--- config.mk ---
export PLATFORM = sky130hd
export DESIGN_NAME = bm_buf_scheduler
export DESIGN_NICKNAME = d
export VERILOG_FILES = /design/src/rtl/bm_buf_scheduler.sv
export SDC_FILE = /design/constraint.sdc
export NUM_CORES = 1
export LEC_CHECK = 0
export CAP_MARGIN = 20
export CORE_MARGIN = 8
export CORE_UTILIZATION = 45
export CTS_BUF_LIST = sky130_fd_sc_hd__clkbuf_4 sky130_fd_sc_hd__clkbuf_8 sky130_fd_sc_hd__clkbuf_16
export CTS_CLUSTER_DIAMETER = 40
export CTS_CLUSTER_SIZE = 40
export DETAILED_ROUTE_END_ITERATION = 12
export PLACE_DENSITY = 0.74
export SLEW_MARGIN = 5
export SYNTH_ARGS = -nofsm -noshare
export SYNTH_HDL_FRONTEND = slang
export SYNTH_SLANG_ARGS = --single-unit
export TNS_END_PERCENT = 30
--- constraint.sdc ---
create_clock -name clk -period 1.6 [get_ports clk]
set_input_delay 0.32 -clock clk [delete_from_list [all_inputs] [get_ports clk]]
set_output_delay 0.32 -clock clk [all_outputs]
set_load 0.03 [all_outputs]
--- src/rtl/bm_buf_scheduler.sv ---
// Ping-pong frame-buffer scheduler: grants the writer the next buffer in strict
// alternation, drops frames that would hit a busy buffer, tracks consumer reads.
module bm_buf_scheduler #(
  parameter int cnt_w = 16
) (
  input  logic             clk,
  input  logic             reset,
  input  logic             wr_frame_start,
  input  logic             wr_frame_done,
  output logic             wr_grant,
  output logic             wr_skip,
  output logic             wr_buf,
  output logic [3:0]       img_number_out,
  input  logic             bm_idle,
  input  logic             bm_working_buf,
  output logic [1:0]       buf_busy,
  output logic [cnt_w-1:0] drop_count,
  output logic             proto_err
);

  localparam logic [1:0] B_FREE    = 2'd0;
  localparam logic [1:0] B_WRITING = 2'd1;
  localparam logic [1:0] B_READY   = 2'd2;
  localparam logic [1:0] B_READING = 2'd3;
  localparam logic       W_IDLE    = 1'b0;
  localparam logic       W_WRITE   = 1'b1;

  logic            w_state;
  logic [1:0][1:0] buf_st, buf_nxt;
  logic            bm_idle_q, rd_buf;
  logic            tgt, do_grant, do_skip, do_done, rd_fall, rd_rise, proto_hit;

  // The controller reads buffer img_number[0], so the writer must follow it.
  assign tgt      = img_number_out[0];
  assign do_grant = (w_state == W_IDLE)  && wr_frame_start && (buf_st[tgt] == B_FREE);
  assign do_skip  = (w_state == W_IDLE)  && wr_frame_start && (buf_st[tgt] != B_FREE);
  assign do_done  = (w_state == W_WRITE) && wr_frame_done;
  assign rd_fall  = bm_idle_q && !bm_idle;
  assign rd_rise  = !bm_idle_q && bm_idle;

  assign proto_hit = ((w_state == W_WRITE) && wr_frame_start) ||
                     ((w_state == W_IDLE)  && wr_frame_done)  ||
                     (rd_fall && (buf_st[bm_working_buf] != B_READY));

  // Writer and consumer updates never collide on the same buffer transition,
  // so each buffer's next state simply folds in both sides.
  always_comb begin
    buf_nxt = buf_st;
    for (int b = 0; b < 2; b++) begin
      if (do_grant && (int'(tgt) == b))            buf_nxt[b] = B_WRITING;
      if (do_done  && (int'(wr_buf) == b))         buf_nxt[b] = B_READY;
      if (rd_fall  && (int'(bm_working_buf) == b)) buf_nxt[b] = B_READING;
      if (rd_rise  && (int'(rd_buf) == b))         buf_nxt[b] = B_FREE;
    end
  end

  for (genvar b = 0; b < 2; b++) begin : g_busy
    assign buf_busy[b] = (buf_st[b] != B_FREE);
  end

  always_ff @(posedge clk or negedge reset) begin
    if (!reset) begin
      w_state        <= W_IDLE;
      buf_st         <= '0;
      bm_idle_q      <= 1'b1;
      rd_buf         <= 1'b0;
      wr_grant       <= 1'b0;
      wr_skip        <= 1'b0;
      wr_buf         <= 1'b0;
      img_number_out <= 4'd0;
      drop_count     <= '0;
      proto_err      <= 1'b0;
    end else begin
      buf_st    <= buf_nxt;
      bm_idle_q <= bm_idle;
      wr_grant  <= do_grant;
      wr_skip   <= do_skip;
      if (do_grant) begin
        wr_buf  <= tgt;
        w_state <= W_WRITE;
      end
      if (do_done) begin
        img_number_out <= img_number_out + 4'd1;
        w_state        <= W_IDLE;
      end
      if (do_skip && (drop_count != '1)) drop_count <= drop_count + cnt_w'(1);
      if (rd_fall) rd_buf <= bm_working_buf;
      if (proto_hit) proto_err <= 1'b1;
    end
  end

endmodule

==> flow_results.xml, run 1 <==
<?xml version="1.0" encoding="UTF-8"?>
<metrics>
  <group name="die">
    <metric name="die_area" unit="µm²">5610</metric>
    <metric name="std_cell_rows" unit="">21</metric>
    <metric name="core_area" unit="µm²">3340</metric>
    <metric name="initial_core_utilization" unit="%">46.8</metric>
    <metric name="dieWidth" unit="µm">74.9</metric>
    <metric name="floorplan.die.height" unit="µm">74.9</metric>
    <metric name="ios" unit="">32</metric>
  </group>
  <group name="clock_tree">
    <metric name="cts.path.max_buffers" unit="">2</metric>
    <metric name="hold_buffers" unit="">0</metric>
    <metric name="cts.root.buffer_cell" unit="">sky130_fd_sc_hd__clkbuf_4</metric>
    <metric name="clock_sinks" unit="">31</metric>
    <metric name="cts_made_buffers" unit="">5</metric>
    <metric name="tritoncts" unit="">built</metric>
    <metric name="htree_num_levels" unit="">2</metric>
    <metric name="cts.clk_slew.worst_paths" unit="ns">0.10</metric>
    <metric name="clkLatencyLatePin" unit="ns">0.33</metric>
  </group>
  <group name="layout">
    <metric name="drive_above_1_share" unit="%">35.9</metric>
    <metric name="final_design_area_no_fill" unit="µm²">2200</metric>
    <metric name="fin_util" unit="%">65.9</metric>
    <metric name="syn_to_final_growth" unit="%">40.9</metric>
    <metric name="antenna_cells" unit="">0</metric>
    <metric name="nets" unit="">205</metric>
    <metric name="stdcell_count" unit="">244</metric>
  </group>
  <group name="run">
    <metric name="drv.max_cap_violation_count" unit="">0</metric>
  </group>
  <group name="critical_path">
    <metric name="critical_path_peak_fanout" unit="">13</metric>
    <metric name="critPathKind" unit="">reg -&gt; reg</metric>
    <metric name="critPathCaptureType" unit="">flop</metric>
    <metric name="critical_path_required" unit="ns">1.82</metric>
    <metric name="timing.critical_path.depth" unit="">5</metric>
    <metric name="crit_path_top_delay_cell" unit="">sky130_fd_sc_hd__a211o_4</metric>
    <metric name="critical_path_buf_inv_count" unit="">1</metric>
    <metric name="start_kind" unit="">flop</metric>
    <metric name="timing.reg2reg.worst_path_depth" unit="">5</metric>
    <metric name="cpPeakStageDelay" unit="ns">0.41</metric>
    <metric name="cell_family_contributing_the_most_delay_on_the_critical_path" unit="">compound AO/OA/AOI/OAI gates</metric>
    <metric name="worst-endpoint-arrival" unit="ns">1.82</metric>
    <metric name="worst_path_cell_trace" unit="">buf_4 -&gt; nor3_2 -&gt; a211o_4 -&gt; nor2_2 -&gt; mux2_1</metric>
  </group>
  <group name="power">
    <metric name="seqPwrFrac" unit="%">37.9</metric>
    <metric name="power.combinational.fraction" unit="%">47.3</metric>
    <metric name="p_switching" unit="mW">1.41</metric>
    <metric name="power.switching_fraction" unit="%">42.7</metric>
    <metric name="powerDensity" unit="nW/µm²">1500</metric>
    <metric name="internal_power" unit="mW">1.89</metric>
    <metric name="total_leakage_power" unit="nW">0.957</metric>
    <metric name="p_total" unit="mW">3.30</metric>
    <metric name="part_of_the_power_in_the_clock_network" unit="%">14.8</metric>
    <metric name="ir_drop" unit="mV">0.885</metric>
  </group>
  <group name="min_path">
    <metric name="type_of_the_tightest_min_delay_check" unit="">in -&gt; async</metric>
  </group>
  <group name="place">
    <metric name="place_ws" unit="ns">-0.396</metric>
    <metric name="hpwl" unit="µm">2600</metric>
    <metric name="finalWeightedCongestion" unit="">0.880</metric>
    <metric name="dpl.cell_count" unit="">233</metric>
    <metric name="placed_area" unit="µm²">2090</metric>
    <metric name="io_buffers" unit="">31</metric>
  </group>
  <group name="grt">
    <metric name="grt_first_pass_wirelength" unit="µm">5610</metric>
    <metric name="grt-ovfl-total" unit="">0</metric>
    <metric name="grt_usage" unit="%">13.1</metric>
    <metric name="grt_antenna_before_repair" unit="">0</metric>
    <metric name="grt_start_max_net_pins" unit="">32</metric>
    <metric name="number_of_global_route_vias_before_repair" unit="">1230</metric>
  </group>
  <group name="logic_synthesis">
    <metric name="synth.yosys.warnings" unit="">0</metric>
    <metric name="syn-mean-instance-area" unit="µm²">11.2</metric>
    <metric name="netlist-cell-type-count" unit="">36</metric>
    <metric name="ys_seq_area_share" unit="%">49.8</metric>
    <metric name="ys_ff_latch" unit="">31</metric>
    <metric name="netlist_instances" unit="">139</metric>
    <metric name="synth_edf_count" unit="">0</metric>
    <metric name="post_synth_instance_area" unit="µm²">1560</metric>
    <metric name="asyncSetResetFlopFracSynth" unit="%">100</metric>
    <metric name="syn_nets" unit="">147</metric>
    <metric name="postSynth.topFlopCell" unit="">sky130_fd_sc_hd__dfrtp_1</metric>
  </group>
  <group name="route">
    <metric name="detail_route.drc_violations" unit="">0</metric>
    <metric name="totalWireLength" unit="µm">3590</metric>
    <metric name="num_vias" unit="">1249</metric>
    <metric name="dr.first_iter.drc_count" unit="">82</metric>
    <metric name="drt_first_pass_iters" unit="">4</metric>
    <metric name="detail-route-antenna-nets" unit="">0</metric>
    <metric name="avgViaCountPerCell" unit="">5.12</metric>
    <metric name="drt-wirelength-per-cell" unit="µm">14.7</metric>
  </group>
  <group name="timing">
    <metric name="final_critical_path_setup_slack" unit="ns">-0.0000899</metric>
    <metric name="slew_at_the_pin_closest_to_its_max_slew_limit" unit="ns">0.312</metric>
    <metric name="setup_repair_after_global_routing_missed_its_margin" unit="">yes</metric>
    <metric name="timing.max_slew.rel_slack" unit="%">79.0</metric>
    <metric name="slew_violations" unit="">0</metric>
    <metric name="final_min_period_over_clock_period" unit="%">100</metric>
    <metric name="finalWorstPathRequiredPeriod" unit="ns">1.60</metric>
    <metric name="timing.clock.skew" unit="ns">0.0143</metric>
    <metric name="setup-violations-final" unit="">1</metric>
    <metric name="top_achievable_clock_speed" unit="GHz">0.625</metric>
    <metric name="total_count_of_hold_check_failures_in_the_final_report" unit="">0</metric>
  </group>
  <group name="outcome">
    <metric name="outcome" unit="">complete, but fails checks</metric>
    <metric name="violations" unit="">setup timing</metric>
  </group>
</metrics>
-- worst register-to-register path: cells and delay by family (launching register included) --
kind,cells,cell delay [ns]
multiplexers,1,0.34
AND/OR/NAND/NOR,2,0.23
buffers and inverters,1,0.14
flip-flops,1,0.37
AO/OA/AOI/OAI,1,0.41
-- cells by family after synthesis --
group           share of synthesized area, %
xor+xnor                                10.1
compound gates                          9.30
mux                                     1.44
simple gates                            24.2
flops                                   49.8
buf+inv                                 3.61
fa+ha+maj                               1.60
-- per-layer routing --
metal,GRT usage (%),wire [µm],vias to the layer above
met2,19.6,1740,31
met3,4.79,244,5
met1,16.1,1560,598
li1,-,-,615
met5,0,0,-
met4,6.96,53,0
-- final cells by class --
type / instances / area, µm²
clock buffer: 7 / 58.8
sequential: 31 / 792
tap: 46 / 57.6
clock inverter: 1 / 5.00
multi-input combinational: 99 / 800
timing repair buffer: 55 / 468
inverter: 5 / 18.8
fill: 289 / 1140
-- final timing paths --
path / start / end / slack, ns
worst max register to register: buf_st[1] / drop_count[1] / -0.00009
worst max-delay path: buf_st[1] / drop_count[1] / -0.00009
worst min-delay path: reset / drop_count[12] / 0.35
min in group clk: img_number_out[3] / img_number_out[3] / 0.46
worst min register to register: img_number_out[3] / img_number_out[3] / 0.46
max in group asynchronous: reset / bm_idle_q / 1.01
-- stage by stage --
step           hold WS [ns]    TNS [ns]
5_1_grt               0.338       -1.12
6_report              0.351  -0.0000899
3_3_place_gp          0.457       -4.87
3_5_place_dp          0.464       -5.34
4_1_cts               0.342      -0.160
2_1_floorplan        0.0244      -0.561
-- cell usage after synthesis, types with 2 or more instances --
cell type                   n  area share, %
sky130_fd_sc_hd__nor4_4     4            5.4
sky130_fd_sc_hd__o22ai_1    3            1.2
sky130_fd_sc_hd__xor2_1    16            9.0
sky130_fd_sc_hd__nand3_1    7            2.2
sky130_fd_sc_hd__nand2_1    8            1.9
sky130_fd_sc_hd__o21bai_1   2           0.96
sky130_fd_sc_hd__ha_1       2            1.6
sky130_fd_sc_hd__or2_2      3            1.2
sky130_fd_sc_hd__inv_1      5            1.2
sky130_fd_sc_hd__nor2_1     7            1.7
sky130_fd_sc_hd__buf_4      2           0.96
sky130_fd_sc_hd__o21ai_0    6            1.9
sky130_fd_sc_hd__nor4_1     3            1.2
sky130_fd_sc_hd__nor3_1     7            2.2
sky130_fd_sc_hd__nor2b_1    2           0.80
sky130_fd_sc_hd__buf_6      2            1.4
sky130_fd_sc_hd__a21oi_1    5            1.6
sky130_fd_sc_hd__xnor2_1    2            1.1
sky130_fd_sc_hd__nor4b_1    3            1.7
sky130_fd_sc_hd__dfrtp_1   30             48
sky130_fd_sc_hd__nand4_1    5            2.0
-- repair_timing --
| action | 4_1_cts | 5_1_grt |
|---|---|---|
| gates resized for setup | 36 | 16 |
| setup endpoints to repair | 37 | 22 |
| buffers inserted | 0 | 3 |
| pin swaps | 1 | 6 |
-- power by group through the flow --
stage	sequential, mW	combinational, mW	clock [mW]
after global routing	1.29	1.68	0.547
after CTS	1.25	1.56	0.508
after floorplan	1.61	0.589	0
after detailed placement	1.25	1.66	0
after global placement	1.24	1.62	0
final	1.25	1.56	0.489
-- registers in the layout (all words and copies together), names as in the netlist --
register,flops
wr_skip,1
rd_buf,1
buf_st,4
wr_grant,1
w_state,1
drop_count,16
img_number_out,4
bm_idle_q,1
wr_buf,1
proto_err,1
-- cell usage in the layout (no fill, tap or decap), types with 6 or more instances in the layout --
cell type                        n
sky130_fd_sc_hd__buf_4          22
sky130_fd_sc_hd__dlygate4sd2_1  21
sky130_fd_sc_hd__dfrtp_1        18
sky130_fd_sc_hd__xor2_1         16
sky130_fd_sc_hd__dfrtp_2        12
sky130_fd_sc_hd__nand2_1         8
sky130_fd_sc_hd__nand3_1         7
sky130_fd_sc_hd__o21ai_0         6
sky130_fd_sc_hd__clkbuf_4        6
Power figures use the tool's default switching activity.
==> run 2: changes to the inputs <==
- CELL_PAD_IN_SITES_DETAIL_PLACEMENT: default -> 1
- CELL_PAD_IN_SITES_GLOBAL_PLACEMENT: default -> 1
- CORE_MARGIN: 8 -> default
- CORE_UTILIZATION: 45 -> 36
- PLACE_DENSITY: 0.74 -> default
- PLACE_DENSITY_LB_ADDON: default -> 0.1
==> flow_results.xml, run 2 (synthesis gave the netlist of run 1 again) <==
<?xml version="1.0" encoding="UTF-8"?>
<metrics>
  <group name="outcome">
    <metric name="outcome" unit="">complete, but fails checks</metric>
    <metric name="violations" unit="">setup timing</metric>
  </group>
  <group name="power">
    <metric name="powerDensity" unit="nW/µm²">1570</metric>
    <metric name="p_total" unit="mW">3.76</metric>
    <metric name="ir_drop" unit="mV">0.744</metric>
    <metric name="total_leakage_power" unit="nW">1.07</metric>
  </group>
  <group name="route">
    <metric name="detail-route-antenna-nets" unit="">0</metric>
    <metric name="drt_first_pass_iters" unit="">4</metric>
    <metric name="totalWireLength" unit="µm">4370</metric>
    <metric name="detail_route.drc_violations" unit="">0</metric>
    <metric name="avgViaCountPerCell" unit="">5.16</metric>
    <metric name="drt-wirelength-per-cell" unit="µm">16.9</metric>
    <metric name="dr.first_iter.drc_count" unit="">19</metric>
    <metric name="num_vias" unit="">1332</metric>
  </group>
  <group name="die">
    <metric name="dieWidth" unit="µm">67.9</metric>
    <metric name="die_area" unit="µm²">4600</metric>
    <metric name="floorplan.die.height" unit="µm">67.9</metric>
    <metric name="initial_core_utilization" unit="%">38.2</metric>
    <metric name="core_area" unit="µm²">4090</metric>
    <metric name="std_cell_rows" unit="">23</metric>
    <metric name="ios" unit="">32</metric>
  </group>
  <group name="layout">
    <metric name="biggestRegsByFlops" unit="">drop_count (16), buf_st (4), img_number_out (4)</metric>
    <metric name="layout.cells.most_common" unit="">sky130_fd_sc_hd__buf_4</metric>
    <metric name="number_of_flip_flops_in_the_largest_register" unit="">16</metric>
    <metric name="drive_above_1_share" unit="%">39.4</metric>
    <metric name="nets" unit="">215</metric>
    <metric name="top_register" unit="">drop_count</metric>
    <metric name="syn_to_final_growth" unit="%">53.6</metric>
    <metric name="fin_util" unit="%">58.7</metric>
    <metric name="final_cell_mix" unit="">sky130_fd_sc_hd__buf_4, sky130_fd_sc_hd__dlygate4sd2_1, sky130_fd_sc_hd__dfrtp_1</metric>
    <metric name="antenna_cells" unit="">0</metric>
  </group>
  <group name="timing">
    <metric name="setup_repair_after_global_routing_missed_its_margin" unit="">yes</metric>
    <metric name="timing.max_slew.rel_slack" unit="%">70.5</metric>
    <metric name="timing.clock.skew" unit="ns">0.00968</metric>
    <metric name="final_critical_path_setup_slack" unit="ns">-0.0978</metric>
    <metric name="slew_violations" unit="">0</metric>
    <metric name="final.setup.tns" unit="ns">-0.761</metric>
    <metric name="final_min_period_over_clock_period" unit="%">106</metric>
    <metric name="slew_at_the_pin_closest_to_its_max_slew_limit" unit="ns">0.439</metric>
    <metric name="top_achievable_clock_speed" unit="GHz">0.589</metric>
    <metric name="finalWorstPathRequiredPeriod" unit="ns">1.70</metric>
    <metric name="setup-violations-final" unit="">15</metric>
    <metric name="total_count_of_hold_check_failures_in_the_final_report" unit="">0</metric>
  </group>
  <group name="critical_path">
    <metric name="start_kind" unit="">flop</metric>
    <metric name="critical_path_peak_fanout" unit="">7</metric>
    <metric name="worst-endpoint-arrival" unit="ns">1.86</metric>
    <metric name="critical_path_required" unit="ns">1.76</metric>
    <metric name="critPathCaptureType" unit="">flop</metric>
    <metric name="critPathKind" unit="">reg -&gt; reg</metric>
  </group>
  <group name="clock_tree">
    <metric name="cts.clk_slew.worst_paths" unit="ns">0.07</metric>
    <metric name="tritoncts" unit="">built</metric>
    <metric name="clkLatencyLatePin" unit="ns">0.29</metric>
    <metric name="htree_num_levels" unit="">2</metric>
    <metric name="cts_made_buffers" unit="">5</metric>
    <metric name="cts.path.max_buffers" unit="">2</metric>
    <metric name="clock_sinks" unit="">31</metric>
    <metric name="cts.root.buffer_cell" unit="">sky130_fd_sc_hd__clkbuf_8</metric>
  </group>
  <group name="place">
    <metric name="hpwl" unit="µm">2910</metric>
    <metric name="finalWeightedCongestion" unit="">0.759</metric>
    <metric name="io_buffers" unit="">31</metric>
  </group>
  <group name="grt">
    <metric name="grt_antenna_before_repair" unit="">0</metric>
    <metric name="number_of_global_route_vias_before_repair" unit="">1361</metric>
    <metric name="grt_first_pass_wirelength" unit="µm">6600</metric>
    <metric name="grt_start_max_net_pins" unit="">32</metric>
    <metric name="grt_usage" unit="%">20.1</metric>
    <metric name="grt-ovfl-total" unit="">0</metric>
  </group>
  <group name="run">
    <metric name="drv.max_cap_violation_count" unit="">0</metric>
  </group>
  <group name="min_path">
    <metric name="type_of_the_tightest_min_delay_check" unit="">in -&gt; async</metric>
  </group>
</metrics>
run 2: cell count changes in the layout (fill, tap and decap cells not counted), sizes merged:
cell / previous run / this run
clkinv: 1 / 0
clkdlybuf4s15: 2 / 1
buf: 25 / 34
clkbuf: 9 / 10
dlymetal6s2s: 0 / 3
clkdlybuf4s50: 5 / 4
run 2: layout make-up:
type / count / area, µm²
multi-input cells: 99 / 866
fillers: 442 / 1690
flip-flops and latches: 31 / 790
repair buffers: 65 / 571
inverters: 5 / 18.8
clock buffers: 8 / 91.3
well taps: 50 / 62.6
run 2: path summary, 6_finish.rpt:
path	startpoint	endpoint	slack, ns	cells past startpoint
max	drop_count[1]	drop_count[5]	-0.1	6
min	reset	drop_count[13]	0.40	2
max reg2reg	drop_count[1]	drop_count[5]	-0.1	6
min reg2reg	img_number_out[3]	img_number_out[3]	0.47	1
max in group asynchronous	reset	bm_idle_q	0.96	2
min in group clk	img_number_out[3]	img_number_out[3]	0.47	1
run 2: power breakdown:
group,leakage [nW],switching [mW],internal [mW]
Sequential,0.356,0.246,1.02
Clock,0.0498,0.289,0.359
Combinational,0.665,1.03,0.814
Total,1.07,1.57,2.19
run 2: worst max-delay path: stages, from the launching register on:
cell	delay, ns
sky130_fd_sc_hd__dfrtp_2	0.39
sky130_fd_sc_hd__ha_4	0.13
sky130_fd_sc_hd__nand4_1	0.21
sky130_fd_sc_hd__nor4_4	0.39
sky130_fd_sc_hd__buf_6	0.23
sky130_fd_sc_hd__nor3_1	0.08
sky130_fd_sc_hd__xor2_1	0.15
run 2: what timing repair did:
action / CTS / global route
hold endpoints to repair: 0 / 0
hold buffers: 0 / 0
pin swaps: 1 / 16
endpoints found under the setup margin: 40 / 21
setup buffers: 0 / 6
gates resized for setup: 28 / 31
run 2: routing by layer:
metal / share of wire, % / vias up / GRT usage [%]
li1: - / 632 / -
met2: 50 / 27 / 33.3
met4: 1.9 / 0 / 7.03
met5: 0 / - / 0
met3: 3.5 / 9 / 6.00
met1: 44 / 664 / 24.7
run 2: through the flow:
step	instance area [µm²]	instances	worst slack, ns	hold slack (ns)
3_3_place_gp	2140	244	-0.372	0.458
3_5_place_dp	2140	244	-0.429	0.479
4_1_cts	2210	252	-0.102	0.393
5_1_grt	2400	258	-0.174	0.397
2_1_floorplan	1590	139	-0.0545	0.0244
6_report	2400	258	-0.0978	0.395
==> run 3: changes to the inputs <==
- CELL_PAD_IN_SITES_GLOBAL_PLACEMENT: 1 -> 2
- CORE_UTILIZATION: 36 -> 29
- PLACE_DENSITY: default -> 0.76
- PLACE_DENSITY_LB_ADDON: 0.1 -> default
==> flow_results.xml, run 3 (synthesis gave the netlist of run 1 again) <==
<?xml version="1.0" encoding="UTF-8"?>
<metrics>
  <group name="timing">
    <metric name="timing.max_slew.rel_slack" unit="%">72.7</metric>
    <metric name="setup_repair_after_global_routing_missed_its_margin" unit="">yes</metric>
    <metric name="hold-worst-slack" unit="ns">0.436</metric>
    <metric name="final_min_period_over_clock_period" unit="%">104</metric>
    <metric name="slew_at_the_pin_closest_to_its_max_slew_limit" unit="ns">0.410</metric>
    <metric name="total_count_of_hold_check_failures_in_the_final_report" unit="">0</metric>
    <metric name="final.setup.tns" unit="ns">-0.268</metric>
    <metric name="timing.clock.skew" unit="ns">0.00985</metric>
    <metric name="final_critical_path_setup_slack" unit="ns">-0.0583</metric>
    <metric name="top_achievable_clock_speed" unit="GHz">0.603</metric>
    <metric name="finalWorstPathRequiredPeriod" unit="ns">1.66</metric>
    <metric name="slew_violations" unit="">0</metric>
    <metric name="setup-violations-final" unit="">9</metric>
  </group>
  <group name="die">
    <metric name="std_cell_rows" unit="">26</metric>
    <metric name="ios" unit="">32</metric>
    <metric name="initial_core_utilization" unit="%">30.4</metric>
    <metric name="die_area" unit="µm²">5680</metric>
    <metric name="floorplan.die.height" unit="µm">75.4</metric>
    <metric name="dieWidth" unit="µm">75.4</metric>
    <metric name="core_area" unit="µm²">5140</metric>
  </group>
  <group name="layout">
    <metric name="nets" unit="">209</metric>
    <metric name="multi_input_area" unit="µm²">808</metric>
    <metric name="layout.cells.most_common" unit="">sky130_fd_sc_hd__buf_4</metric>
    <metric name="top_register" unit="">drop_count</metric>
    <metric name="syn_to_final_growth" unit="%">48.5</metric>
    <metric name="drive_above_1_share" unit="%">35.1</metric>
    <metric name="biggestRegsByFlops" unit="">drop_count (16), buf_st (4), img_number_out (4)</metric>
    <metric name="fillers" unit="">607</metric>
    <metric name="seq_area" unit="µm²">790</metric>
    <metric name="number_of_flip_flops_in_the_largest_register" unit="">16</metric>
    <metric name="final_cell_mix" unit="">sky130_fd_sc_hd__buf_4, sky130_fd_sc_hd__dlygate4sd2_1, sky130_fd_sc_hd__dfrtp_1</metric>
    <metric name="stdcell_count" unit="">272</metric>
    <metric name="antenna_cells" unit="">0</metric>
  </group>
  <group name="place">
    <metric name="io_buffers" unit="">31</metric>
    <metric name="dpl.cell_count" unit="">261</metric>
    <metric name="place_ws" unit="ns">-0.478</metric>
    <metric name="finalWeightedCongestion" unit="">0.798</metric>
    <metric name="hpwl" unit="µm">2940</metric>
  </group>
  <group name="critical_path">
    <metric name="worst-endpoint-arrival" unit="ns">1.80</metric>
    <metric name="critPathCaptureType" unit="">flop</metric>
    <metric name="critPathKind" unit="">reg -&gt; reg</metric>
    <metric name="start_kind" unit="">flop</metric>
    <metric name="critical_path_required" unit="ns">1.75</metric>
    <metric name="critical_path_peak_fanout" unit="">5</metric>
  </group>
  <group name="power">
    <metric name="powerDensity" unit="nW/µm²">1600</metric>
    <metric name="p_switching" unit="mW">1.49</metric>
    <metric name="internal_power" unit="mW">2.22</metric>
    <metric name="power.switching_fraction" unit="%">40.1</metric>
    <metric name="seqPwrFrac" unit="%">33.8</metric>
    <metric name="total_leakage_power" unit="nW">1.02</metric>
    <metric name="part_of_the_power_in_the_clock_network" unit="%">21.6</metric>
    <metric name="power.combinational.fraction" unit="%">44.6</metric>
    <metric name="ir_drop" unit="mV">0.830</metric>
  </group>
  <group name="route">
    <metric name="drt-wirelength-per-cell" unit="µm">14.9</metric>
    <metric name="avgViaCountPerCell" unit="">4.78</metric>
    <metric name="num_vias" unit="">1301</metric>
    <metric name="drt_first_pass_iters" unit="">4</metric>
    <metric name="dr.first_iter.drc_count" unit="">35</metric>
    <metric name="detail-route-antenna-nets" unit="">0</metric>
    <metric name="totalWireLength" unit="µm">4050</metric>
    <metric name="detail_route.drc_violations" unit="">0</metric>
  </group>
  <group name="clock_tree">
    <metric name="htree_num_levels" unit="">2</metric>
    <metric name="cts.clk_slew.worst_paths" unit="ns">0.07</metric>
    <metric name="tritoncts" unit="">built</metric>
    <metric name="cts.root.buffer_cell" unit="">sky130_fd_sc_hd__clkbuf_8</metric>
    <metric name="cts_made_buffers" unit="">5</metric>
    <metric name="clkLatencyLatePin" unit="ns">0.29</metric>
    <metric name="clock_sinks" unit="">31</metric>
    <metric name="cts.path.max_buffers" unit="">2</metric>
    <metric name="hold_buffers" unit="">0</metric>
  </group>
  <group name="grt">
    <metric name="grt-ovfl-total" unit="">0</metric>
    <metric name="grt_first_pass_wirelength" unit="µm">6580</metric>
    <metric name="grt_antenna_before_repair" unit="">0</metric>
    <metric name="grt_usage" unit="%">15.7</metric>
    <metric name="grt_start_max_net_pins" unit="">32</metric>
    <metric name="number_of_global_route_vias_before_repair" unit="">1429</metric>
  </group>
  <group name="outcome">
    <metric name="violations" unit="">setup timing</metric>
    <metric name="outcome" unit="">complete, but fails checks</metric>
  </group>
  <group name="run">
    <metric name="drv.max_cap_violation_count" unit="">0</metric>
  </group>
  <group name="min_path">
    <metric name="type_of_the_tightest_min_delay_check" unit="">in -&gt; async</metric>
  </group>
</metrics>
[run 3: cell types whose count changed in the layout (fill, tap and decap cells not counted), moves of 2 or more]
cell | previous run | this run
sky130_fd_sc_hd__buf_4 | 30 | 27
sky130_fd_sc_hd__clkbuf_4 | 3 | 0
sky130_fd_sc_hd__buf_12 | 2 | 0
sky130_fd_sc_hd__dlygate4sd2_1 | 21 | 23
sky130_fd_sc_hd__nor3_4 | 2 | 0
sky130_fd_sc_hd__nor4b_4 | 2 | 0
[run 3: power by group through the flow]
| stage | clock [mW] | sequential [mW] | combinational (mW) |
|---|---|---|---|
| 6_report | 0.799 | 1.25 | 1.65 |
| 2_1_floorplan | 0 | 1.61 | 0.589 |
| 3_3_place_gp | 0 | 1.23 | 1.65 |
| 5_1_grt | 0.847 | 1.29 | 1.80 |
| 3_5_place_dp | 0 | 1.25 | 1.70 |
| 4_1_cts | 0.826 | 1.25 | 1.61 |
[run 3: cell type report]
type                       count  share of cell area [%]
clock buffer                   6                    3.56
clock inverter                 2                    1.51
inverter                       5                   0.809
multi-input combinational     99                    34.9
sequential                    31                    34.1
tap                           70                    3.78
timing repair buffer          59                    21.4
[run 3: final timing paths]
check	start	endpoint	slack, ns	cells past startpoint
max	drop_count[0]	drop_count[7]	-0.06	6
min	reset	proto_err	0.44	2
max reg2reg	drop_count[0]	drop_count[7]	-0.06	6
min reg2reg	img_number_out[3]	img_number_out[3]	0.47	1
max in group asynchronous	reset	drop_count[8]	0.83	2
min in group clk	img_number_out[3]	img_number_out[3]	0.47	1
[run 3: routing by layer]
layer | part of all wire [%] | up-vias | GRT usage (%)
met2 | 53 | 27 | 29.0
met1 | 42 | 649 | 17.4
met4 | 1.3 | 0 | 5.56
met3 | 3.9 | 6 | 4.10
met5 | 0 | - | 0
li1 | - | 619 | -
[run 3: through the flow]
step | cell area [µm²] | total power [mW] | util, %
2_1_floorplan | 1590 | 2.20 | -
3_3_place_gp | 2130 | 2.89 | 41.5
3_5_place_dp | 2130 | 2.95 | 41.5
4_1_cts | 2260 | 3.69 | 43.9
5_1_grt | 2320 | 3.93 | 45.1
6_report | 2320 | 3.70 | 45.1
[run 3: critical path: stages (launching register included)]
cell and delay, ns:
sky130_fd_sc_hd__dfrtp_2 0.39, sky130_fd_sc_hd__ha_4 0.14, sky130_fd_sc_hd__nand4_1 0.20, sky130_fd_sc_hd__nor4_4 0.36, sky130_fd_sc_hd__buf_4 0.23, sky130_fd_sc_hd__nor4_4 0.06
sky130_fd_sc_hd__xor2_1 0.16
[run 3: repair_timing]
item                       CTS  global route
resized for setup           33            15
pin swaps                    1             1
gates cloned                 0             1
setup endpoints to repair   40            21
setup buffers                0             2
==> variant (config.mk and constraints of run 3) <==
Register the output `drop_count` once more; this adds one clock of latency there. The other outputs are not delayed to match.
--- a/src/rtl/bm_buf_scheduler.sv
+++ b/src/rtl/bm_buf_scheduler.sv
@@ -24,6 +24,8 @@
   localparam logic [1:0] B_READING = 2'd3;
   localparam logic       W_IDLE    = 1'b0;
   localparam logic       W_WRITE   = 1'b1;
+
+  logic [cnt_w-1:0] drop_count_s0;
 
   logic            w_state;
   logic [1:0][1:0] buf_st, buf_nxt;
@@ -68,7 +70,7 @@
       wr_skip        <= 1'b0;
       wr_buf         <= 1'b0;
       img_number_out <= 4'd0;
-      drop_count     <= '0;
+      drop_count_s0  <= '0;
       proto_err      <= 1'b0;
     end else begin
       buf_st    <= buf_nxt;
@@ -83,11 +85,15 @@
         img_number_out <= img_number_out + 4'd1;
         w_state        <= W_IDLE;
       end
-      if (do_skip && (drop_count != '1)) drop_count <= drop_count + cnt_w'(1);
+      if (do_skip && (drop_count_s0 != '1)) drop_count_s0 <= drop_count_s0 + cnt_w'(1);
       if (rd_fall) rd_buf <= bm_working_buf;
       if (proto_hit) proto_err <= 1'b1;
     end
   end
 
+  always_ff @(posedge clk) begin
+    drop_count <= drop_count_s0;
+  end
+
 endmodule
 
Function: changed (Yosys sat finds a counterexample within 4 cycles, from zero or initial values and one cycle with reset low).
==> variant against run 3 <==
The flow still finishes with violations (negative setup slack). Area after synthesis is 18% higher. Worst setup slack better by 0.048 ns. Sequential share of layout area is 8.2 points higher. Die area is 18% higher. Sequential cell count is 16 higher. Count of clock-buffer cells in the layout is 1 lower. Wire length is 15% higher. Design area is 12% higher. Power is 8.2% higher. Global-route usage is 0.32 points lower. Critical endpoint is now buf_busy[0]. Largest cell class is now flip-flops and latches.
==> variant: results <==
INSERT INTO impl_metrics (metric_group, metric, value, unit) VALUES
('sta', 'timing_worst_slew_pin_value', '0.325', 'ns'),
('yosys', 'fraction_of_synthesis_flops_using_an_asynchronous_set_or_reset_pin', '66.0', '%'),
('final_layout', 'layout.cells.non_filler', '291', ''),
('worst_setup_path', 'cpLargestDelayFamily', 'flip-flops', ''),
('sta', 'worst_slack', '-0.0107', 'ns'),
('yosys', 'netlist_top_cells_area', 'sky130_fd_sc_hd__dfrtp_1, sky130_fd_sc_hd__dfxtp_1, sky130_fd_sc_hd__xor2_1', ''),
('sta', 'finalSetupViolCount', '4', ''),
('worst_setup_path', 'slowest_stage', 'sky130_fd_sc_hd__dfrtp_1', ''),
('routing', 'drt-total-wl', '4680', 'um'),
('yosys', 'count_of_distinct_cell_types_in_the_synthesized_netlist', '41', ''),
('run_status', 'status', 'complete, but fails checks', ''),
('place', 'place.gp.congestion', '0.776', ''),
('yosys', 'yosysSeqAreaShare', '59.5', '%'),
('place', 'detailed_place_hpwl', '3310', 'um'),
('worst_setup_path', 'timing.rr.start', 'img_number_out[0]', ''),
('run_status', 'violated_checks', 'negative setup slack', ''),
('yosys', 'synth_fp_nets', '160', ''),
('final_layout', 'top_regs', 'drop_count (16), drop_count_s0 (16)', ''),
('final_layout', 'fillerInstances', '654', ''),
('worst_setup_path', 'worst_path_largest_cell_delay', '0.41', 'ns');
[variant: kinds of logic after synthesis]
kind of cell	after synthesis	share of synthesized area, %
flip-flops	47	59.5
adder cells (fa/ha/maj)	2	1.36
XOR/XNOR	17	8.08
AO/OA/AOI/OAI	18	6.31
buffers and inverters	6	1.83
multiplexers	4	2.65
AND/OR/NAND/NOR	58	20.2
[variant: how the worst max path moves through the flow]
stage,cells past startpoint,end,startpoint
finish,2,buf_busy[0],buf_st[0]
global route,4,drop_count_s0[12],img_number_out[0]
CTS,6,drop_count_s0[14],drop_count_s0[0]
detailed placement,6,drop_count_s0[15],wr_frame_start
global placement,5,drop_count_s0[12],wr_frame_start
floorplan,4,drop_count_s0[12],img_number_out[0]
[variant: area by class of cell]
| cell class | count | area share, % |
|---|---|---|
| clock inverters | 3 | 0.577 |
| flip-flops and latches | 47 | 42.2 |
| inverters | 4 | 0.577 |
| multi-input cells | 100 | 31.4 |
| clock buffers | 5 | 2.64 |
| well taps | 75 | 3.60 |
| repair buffers | 57 | 18.9 |
[variant: routing by layer]
metal / GRT usage [%] / share of wire, % / vias to the layer above / wire, um
li1: - / - / 665 / -
met1: 18.2 / 43 / 707 / 2000
met2: 26.8 / 52 / 33 / 2410
met3: 4.22 / 4.1 / 7 / 191
met4: 4.91 / 1.6 / 0 / 75
met5: 0 / 0 / - / 0
[variant: power by group]
part	leakage [nW]	internal [mW]	switching, mW
Combinational	0.677	0.704	0.931
Sequential	0.516	1.47	0.214
Clock	0.0477	0.299	0.387
[variant: what timing repair did]
action                                 in CTS  in global routing
hold buffers                                0                  0
pin swaps                                   2                  5
resized for setup                          38                 11
endpoints found under the hold margin       0                  0
cloned                                      0                  1
setup endpoints to repair                  33                 19
setup buffers                               3                  1
